`src/rtl/ahb_ram_bist_master.sv`:
```
// AHB-lite BIST master: writes seed+i over a word range in INCR bursts, reads it back and compares.
// Latency: 2*N+2 cycles from start to done with zero wait states, plus one cycle per wait state.
// Backpressure: every output is held while hready_m=0; an ERROR response aborts the test.
module ahb_ram_bist_master (
    input  logic        hclk,
    input  logic        hresetn,
    input  logic        start,
    input  logic [19:0] base_addr,
    input  logic [17:0] word_cnt,
    input  logic [31:0] seed,
    output logic [19:0] haddr_m,
    output logic [1:0]  htrans_m,
    output logic [2:0]  hburst_m,
    output logic        hwrite_m,
    output logic [31:0] hwdata_m,
    input  logic [31:0] hrdata_m,
    input  logic        hready_m,
    input  logic [1:0]  hresp_m,
    output logic        busy,
    output logic        done,
    output logic        pass,
    output logic [15:0] err_cnt,
    output logic [19:0] first_fail_addr,
    output logic        bus_err
);
    localparam logic [1:0] TR_IDLE   = 2'b00;
    localparam logic [1:0] TR_NSEQ   = 2'b10;
    localparam logic [1:0] TR_SEQ    = 2'b11;
    localparam logic [2:0] BU_SINGLE = 3'b000;
    localparam logic [2:0] BU_INCR   = 3'b001;
    localparam logic [1:0] RESP_OKAY = 2'b00;
    localparam logic [1:0] RESP_ERR  = 2'b01;

    typedef enum logic [2:0] {S_IDLE, S_WR, S_RD, S_RD_LAST, S_ABORT} state_t;

    state_t      state_q, state_d;
    logic [19:0] base_q, base_d;
    logic [17:0] cnt_q, cnt_d;
    logic [31:0] seed_q, seed_d;
    logic [17:0] idx_q, idx_d;
    logic        dph_vld_q, dph_vld_d;
    logic        dph_wr_q, dph_wr_d;
    logic [31:0] dph_exp_q, dph_exp_d;
    logic [19:0] dph_addr_q, dph_addr_d;

    logic [19:0] haddr_d;
    logic [1:0]  htrans_d;
    logic [2:0]  hburst_d;
    logic        hwrite_d;
    logic [31:0] hwdata_d;
    logic        busy_d, done_d, pass_d, bus_err_d;
    logic [15:0] err_cnt_d;
    logic [19:0] ffa_d;

    logic [19:0] addr_nxt;
    logic        last_beat;
    logic        err_first;
    logic        rd_cmp;
    logic [31:0] beat_dat;

    assign addr_nxt  = haddr_m + 20'd4;
    assign last_beat = (idx_q == cnt_q - 18'd1);
    assign err_first = (hresp_m == RESP_ERR) && !hready_m;
    assign rd_cmp    = dph_vld_q && !dph_wr_q && hready_m && (hresp_m == RESP_OKAY);
    assign beat_dat  = seed_q + {14'd0, idx_q};

    always_comb begin
        state_d    = state_q;
        base_d     = base_q;
        cnt_d      = cnt_q;
        seed_d     = seed_q;
        idx_d      = idx_q;
        dph_vld_d  = dph_vld_q;
        dph_wr_d   = dph_wr_q;
        dph_exp_d  = dph_exp_q;
        dph_addr_d = dph_addr_q;
        haddr_d    = haddr_m;
        htrans_d   = htrans_m;
        hburst_d   = hburst_m;
        hwrite_d   = hwrite_m;
        hwdata_d   = hwdata_m;
        busy_d     = busy;
        done_d     = 1'b0;
        pass_d     = pass;
        bus_err_d  = bus_err;
        err_cnt_d  = err_cnt;
        ffa_d      = first_fail_addr;

        if (rd_cmp && (hrdata_m != dph_exp_q)) begin
            if (err_cnt == 16'd0) ffa_d = dph_addr_q;
            if (err_cnt != 16'hFFFF) err_cnt_d = err_cnt + 16'd1;
        end

        // An accepted address phase becomes the data phase of the next cycle.
        if (hready_m) begin
            dph_vld_d  = (htrans_m != TR_IDLE);
            dph_wr_d   = hwrite_m;
            dph_addr_d = haddr_m;
            dph_exp_d  = beat_dat;
            if ((htrans_m != TR_IDLE) && hwrite_m) hwdata_d = beat_dat;
        end

        case (state_q)
            S_IDLE: begin
                if (start) begin
                    base_d    = base_addr & 20'hFFFFC;
                    cnt_d     = word_cnt;
                    seed_d    = seed;
                    idx_d     = '0;
                    err_cnt_d = '0;
                    ffa_d     = '0;
                    pass_d    = 1'b0;
                    bus_err_d = 1'b0;
                    if (word_cnt == 18'd0) begin
                        done_d = 1'b1;
                        pass_d = 1'b1;
                    end else begin
                        busy_d   = 1'b1;
                        state_d  = S_WR;
                        haddr_d  = base_addr & 20'hFFFFC;
                        htrans_d = TR_NSEQ;
                        hburst_d = BU_INCR;
                        hwrite_d = 1'b1;
                    end
                end
            end
            S_WR, S_RD: begin
                if (err_first) begin
                    state_d   = S_ABORT;
                    htrans_d  = TR_IDLE;
                    hburst_d  = BU_SINGLE;
                    hwrite_d  = 1'b0;
                    dph_vld_d = 1'b0;
                end else if (hready_m) begin
                    if (last_beat) begin
                        idx_d    = '0;
                        hwrite_d = 1'b0;
                        if (state_q == S_WR) begin
                            state_d  = S_RD;
                            haddr_d  = base_q;
                            htrans_d = TR_NSEQ;
                        end else begin
                            state_d  = S_RD_LAST;
                            htrans_d = TR_IDLE;
                            hburst_d = BU_SINGLE;
                        end
                    end else begin
                        idx_d    = idx_q + 18'd1;
                        haddr_d  = addr_nxt;
                        // A burst may not cross a 1 KB boundary, so restart it there.
                        htrans_d = (addr_nxt[9:0] == 10'd0) ? TR_NSEQ : TR_SEQ;
                    end
                end
            end
            S_RD_LAST: begin
                if (err_first) begin
                    state_d   = S_ABORT;
                    dph_vld_d = 1'b0;
                end else if (hready_m) begin
                    state_d = S_IDLE;
                    done_d  = 1'b1;
                    busy_d  = 1'b0;
                    pass_d  = (err_cnt_d == 16'd0);
                end
            end
            S_ABORT: begin
                if (hready_m) begin
                    state_d   = S_IDLE;
                    done_d    = 1'b1;
                    busy_d    = 1'b0;
                    bus_err_d = 1'b1;
                    pass_d    = 1'b0;
                end
            end
            default: state_d = S_IDLE;
        endcase
    end

    always_ff @(posedge hclk or negedge hresetn) begin
        if (!hresetn) begin
            state_q         <= S_IDLE;
            base_q          <= '0;
            cnt_q           <= '0;
            seed_q          <= '0;
            idx_q           <= '0;
            dph_vld_q       <= 1'b0;
            dph_wr_q        <= 1'b0;
            dph_exp_q       <= '0;
            dph_addr_q      <= '0;
            haddr_m         <= '0;
            htrans_m        <= TR_IDLE;
            hburst_m        <= BU_SINGLE;
            hwrite_m        <= 1'b0;
            hwdata_m        <= '0;
            busy            <= 1'b0;
            done            <= 1'b0;
            pass            <= 1'b0;
            bus_err         <= 1'b0;
            err_cnt         <= '0;
            first_fail_addr <= '0;
        end else begin
            state_q         <= state_d;
            base_q          <= base_d;
            cnt_q           <= cnt_d;
            seed_q          <= seed_d;
            idx_q           <= idx_d;
            dph_vld_q       <= dph_vld_d;
            dph_wr_q        <= dph_wr_d;
            dph_exp_q       <= dph_exp_d;
            dph_addr_q      <= dph_addr_d;
            haddr_m         <= haddr_d;
            htrans_m        <= htrans_d;
            hburst_m        <= hburst_d;
            hwrite_m        <= hwrite_d;
            hwdata_m        <= hwdata_d;
            busy            <= busy_d;
            done            <= done_d;
            pass            <= pass_d;
            bus_err         <= bus_err_d;
            err_cnt         <= err_cnt_d;
            first_fail_addr <= ffa_d;
        end
    end

endmodule

```
`config.mk`:
```
export PLATFORM = sky130hd
export DESIGN_NAME = ahb_ram_bist_master
export DESIGN_NICKNAME = d
export VERILOG_FILES = /design/src/rtl/ahb_ram_bist_master.sv
export SDC_FILE = /design/constraint.sdc
export NUM_CORES = 1
export LEC_CHECK = 0
export CORE_MARGIN = 1.5
export CORE_UTILIZATION = 40
export DETAILED_ROUTE_END_ITERATION = 7
export PLACE_DENSITY = 0.65
export SKIP_LAST_GASP = 1
export SLEW_MARGIN = 0
export SYNTH_ARGS = -nofsm -noshare
export SYNTH_HDL_FRONTEND = slang
export SYNTH_SLANG_ARGS = --single-unit
```
`constraint.sdc`:
```
create_clock -name hclk -period 5.5 [get_ports hclk]
set_clock_uncertainty 0.2 [all_clocks]
set_input_delay 1.1 -clock hclk [delete_from_list [all_inputs] [get_ports hclk]]
set_output_delay 1.1 -clock hclk [all_outputs]
set_load 0.05 [all_outputs]
```
==> flow_metrics.py <==
metrics = {
    "hold_path": {
        "hold-path-cell-count": 2,
        "min_delay_worst_endpoint": "hwdata_m[22]",
        "timing.hold.worst.start": "hwdata_m[22]",
        "hold_class": "reg -> reg",
    },
    "synth": {
        "synthAdderAreaFrac_pct": 2.53,
        "synthMuxAreaShare_pct": 15.4,
        "synth_top_family_by_area": "multiplexers",
        "synth-xor-area-share_pct": 8.58,
        "synth_compound_area_share_pct": 9.40,
        "seq_area_frac_synth_pct": 46.8,
        "post_synth_and_or_nand_nor_area_fraction_pct": 14.4,
        "synth_async_sr_flop_share_pct": 100,
        "synth_instances": 1198,
        "synth_area_sq_um": 12600,
        "syn-mean-instance-area_sq_um": 10.5,
        "synthDistinctLibCells": 72,
        "synth-edff-count": 0,
        "yosysWarnings": 0,
        "synthFlopType": "sky130_fd_sc_hd__dfrtp_1",
        "register_bit_total_from_synthesis": 235,
    },
    "sta": {
        "worst_slew_margin_rel_pct": 32.0,
        "rsz0062_at_grt": "false",
        "final.setup.worst_slack_ns": 1.25,
        "finalWorstPathRequiredPeriod_ns": 4.25,
        "setup-violations-final": 0,
        "tightest_slew_ns": 1.02,
        "maxSlewViolCount": 0,
        "total_negative_slack_ns": 0,
        "hold_violations": 0,
        "timing.final.crit_share_pct": 77.2,
        "maxClockFrequency_mhz": 236,
    },
    "worst_setup_path": {
        "r2r-start": "cnt_q[0]",
        "arrival_time_at_the_worst_endpoint_ns": 4.42,
        "critPathKind": "reg -> reg",
        "timing.critical_path.to_type": "flip-flop",
        "ff2ff_path_depth": 11,
        "timing.critical_path.fanout_max": 13,
        "regToRegSetupSlack_ns": 1.25,
        "r2r_endpoint": "idx_q[17]",
        "critical_path.startpoint_type": "flip-flop",
        "critical_path_required_ns": 5.68,
    },
    "cts": {
        "cts_max_path_buffers": 3,
        "clock_sink_count": 235,
        "resized_cells_post_cts": 0,
        "ctsRootBufferMaster": "sky130_fd_sc_hd__clkbuf_16",
        "cts_buffers": 27,
        "cts_max_level": 1,
        "clk_transition_reported_paths_ns": 0.06,
        "tritoncts_clock_tree": "yes",
        "holdBufCountCts": 0,
        "clkLatencyLatePin_ns": 0.53,
        "cts.repair_timing.setup_buffer_count": 0,
    },
    "flow_run": {
        "timing.max_cap.violations": 0,
    },
    "place": {
        "preCtsSetupSlack_ns": 1.10,
        "globalplace.congestion": 0.869,
        "final_hpwl_dp_mm": 22.9,
        "place.detailed.instances": 1754,
        "port_bufs": 199,
    },
    "detailed_routing": {
        "route.detailed.drc": 14,
        "post_drt_wl_per_cell_um": 17.5,
        "initial_drc_count": 618,
        "detailedRoute.firstPassIterationCount": 6,
        "drt-vias-per-instance": 5.29,
        "via_count": 9541,
        "detail-route-antenna-nets": 0,
        "finalWirelength_mm": 31.5,
    },
    "die": {
        "core_sq_um": 30700,
        "fp.dieArea_sq_um": 32500,
        "die-height_um": 180,
        "floorplan.io_pins": 206,
        "effective_utilization_at_floorplan_pct": 40.8,
        "placement_rows": 64,
        "overall_die_width_um": 180,
    },
    "global_route": {
        "grt.total_usage_pct": 19.3,
        "first_pass_grt_wire_length_mm": 50.9,
        "antenna_violations_before_repair": 1,
        "vias_in_the_first_global_route": 9263,
        "largest_net_degree_at_the_start_of_global_routing": 121,
        "overflow": 0,
    },
    "power_and_ir_drop": {
        "power_per_cell_area_nw_per_um2": 523,
        "irDropWorstVdd_mv": 0.282,
        "static-leakage-power_nw": 6.56,
    },
    "cells_and_area": {
        "drive_above_1_share_pct": 14.4,
        "final_net_count": 1519,
        "area_delta_synth_final_pct": 26.2,
        "finalNonFillerCells": 1803,
    },
    "run_status": {
        "violations": "design-rule violations",
        "status": "finished with violations",
    },
}
## synthesized netlist by cell type (3+ instances only)
cell	count	area, sq um
sky130_fd_sc_hd__mux2i_1	46	460
sky130_fd_sc_hd__buf_1	7	26.3
sky130_fd_sc_hd__o21bai_1	5	37.5
sky130_fd_sc_hd__ha_1	23	288
sky130_fd_sc_hd__nor3b_1	4	30.0
sky130_fd_sc_hd__a21o_1	5	37.5
sky130_fd_sc_hd__and4_1	3	26.3
sky130_fd_sc_hd__nand4_1	29	181
sky130_fd_sc_hd__or2_2	4	25.0
sky130_fd_sc_hd__nor2b_1	10	62.6
sky130_fd_sc_hd__and3_1	11	68.8
sky130_fd_sc_hd__o32ai_1	4	35.0
sky130_fd_sc_hd__buf_4	7	52.6
sky130_fd_sc_hd__inv_1	28	105
sky130_fd_sc_hd__a211oi_1	6	45.0
sky130_fd_sc_hd__a21oi_1	53	265
sky130_fd_sc_hd__and2_1	5	31.3
sky130_fd_sc_hd__o31ai_1	9	67.6
sky130_fd_sc_hd__o2111ai_1	3	26.3
sky130_fd_sc_hd__a311oi_1	6	52.6
sky130_fd_sc_hd__xnor2_1	97	850
sky130_fd_sc_hd__nor2_1	119	447
sky130_fd_sc_hd__a31oi_1	5	31.3
sky130_fd_sc_hd__nor4_1	10	62.6
sky130_fd_sc_hd__mux2_2	131	1480
sky130_fd_sc_hd__dfrtp_1	235	5880
sky130_fd_sc_hd__o211ai_1	5	37.5
sky130_fd_sc_hd__o21a_1	3	22.5
sky130_fd_sc_hd__or3_1	5	31.3
sky130_fd_sc_hd__nand2b_1	11	68.8
sky130_fd_sc_hd__clkbuf_1	38	143
sky130_fd_sc_hd__nor3_1	26	130
sky130_fd_sc_hd__or4_1	7	52.6
sky130_fd_sc_hd__nand2_1	81	304
sky130_fd_sc_hd__nand3_1	29	145
sky130_fd_sc_hd__o21ai_0	57	285
sky130_fd_sc_hd__xor2_1	26	228
## metal layers
metal  global-route usage, %  vias to the layer above  wire [um]
li1                        -                     4639          -
met1                    27.4                     4643      14800
met2                    30.6                      199      14400
met3                    2.69                       60       1250
met4                    6.42                        0       1070
met5                       0                        -          0
## report_power, final
part / internal [mW] / total [mW] / switching (mW) / leakage [nW]
Combinational: 1.51 / 3.47 / 1.96 / 3.21
Sequential: 2.39 / 3.00 / 0.618 / 2.90
Clock: 1.10 / 1.81 / 0.711 / 0.451
## through the flow
stage / utilization (%) / area (sq um) / power [mW] / hold slack (ns)
after detailed placement: 48.6 / 15000 / 6.51 / 0.270
after floorplan: - / 12600 / 5.36 / 0.275
after global routing: 51.5 / 15800 / 8.79 / 0.310
after CTS: 51.5 / 15800 / 8.37 / 0.283
final: 51.5 / 15800 / 8.29 / 0.279
after global placement: 48.6 / 15000 / 6.43 / 0.262
## worst max-delay path by stage
stage / startpoint / endpoint / slack (ns) / cells past startpoint
3_5_place_dp: word_cnt[3] / haddr_m[3] / 1.10 / 9
4_1_cts: cnt_q[0] / idx_q[17] / 1.32 / 11
6_report: cnt_q[0] / idx_q[17] / 1.25 / 11
5_1_grt: cnt_q[0] / idx_q[6] / 0.98 / 11
3_3_place_gp: word_cnt[3] / haddr_m[3] / 1.15 / 9
2_1_floorplan: cnt_q[6] / haddr_m[10] / 2.03 / 10
## cell usage in the layout (no fill, tap or decap), types with 5 or more instances in the layout
master,instances
sky130_fd_sc_hd__o211ai_1,5
sky130_fd_sc_hd__nand2b_1,11
sky130_fd_sc_hd__nand2_1,81
sky130_fd_sc_hd__a31oi_1,5
sky130_fd_sc_hd__nor3_1,26
sky130_fd_sc_hd__and2_1,5
sky130_fd_sc_hd__o21bai_1,5
sky130_fd_sc_hd__a311oi_1,6
sky130_fd_sc_hd__a21oi_1,53
sky130_fd_sc_hd__xor2_1,26
sky130_fd_sc_hd__nand3_1,29
sky130_fd_sc_hd__xnor2_1,97
sky130_fd_sc_hd__dfrtp_1,235
sky130_fd_sc_hd__clkinv_2,9
sky130_fd_sc_hd__nor4_1,10
sky130_fd_sc_hd__o31ai_1,9
sky130_fd_sc_hd__clkbuf_16,27
sky130_fd_sc_hd__a21o_1,5
sky130_fd_sc_hd__mux2_2,131
sky130_fd_sc_hd__nor2_1,118
sky130_fd_sc_hd__nand4_1,29
sky130_fd_sc_hd__clkbuf_8,5
sky130_fd_sc_hd__or3_1,5
sky130_fd_sc_hd__clkdlybuf4s50_1,197
sky130_fd_sc_hd__o21ai_0,57
sky130_fd_sc_hd__inv_1,28
sky130_fd_sc_hd__ha_1,23
sky130_fd_sc_hd__nor2b_1,10
sky130_fd_sc_hd__a211oi_1,6
sky130_fd_sc_hd__mux2i_1,46
sky130_fd_sc_hd__or4_1,7
sky130_fd_sc_hd__buf_4,11
sky130_fd_sc_hd__and3_1,11
## kinds of logic after synthesis
logic type	Yosys count
and+or+nand+nor	368
AOI/OAI and AO/OA	185
buffers and inverters	84
other	1
DFF	235
muxes	177
xor gates and xnor gates	123
adders and majority gates	25
## worst max-delay path, cell delays in order (launching register included)
cell and delay [ns]:
sky130_fd_sc_hd__dfrtp_1 0.42, sky130_fd_sc_hd__inv_1 0.10, sky130_fd_sc_hd__ha_1 0.20, sky130_fd_sc_hd__nor3b_2 0.35, sky130_fd_sc_hd__nand4_1 0.19, sky130_fd_sc_hd__or4b_2 0.66
sky130_fd_sc_hd__o211ai_1 0.15, sky130_fd_sc_hd__nand4_1 0.18, sky130_fd_sc_hd__a2111oi_4 0.56, sky130_fd_sc_hd__nor2_1 0.24, sky130_fd_sc_hd__nor2_1 0.69, sky130_fd_sc_hd__nor2_1 0.12
## registers in the layout, indices dropped and copies added, names as in the netlist, 2 cells and up
register,cells
base_q,18
cnt_q,18
dph_addr_q,18
dph_exp_q,32
err_cnt,16
first_fail_addr,20
haddr_m,18
htrans_m,2
hwdata_m,32
idx_q,18
seed_q,32
state_q,3
## cell type report
class / instances / area [sq um]
flip-flops and latches: 235 / 5880
repair buffers: 213 / 2130
multi-input cells: 882 / 6340
clock inverters: 12 / 135
clock buffers: 36 / 759
diodes: 1 / 2.50
inverters: 28 / 105
well taps: 396 / 495
fillers: 2786 / 14900
Power figures use the tool's default switching activity.
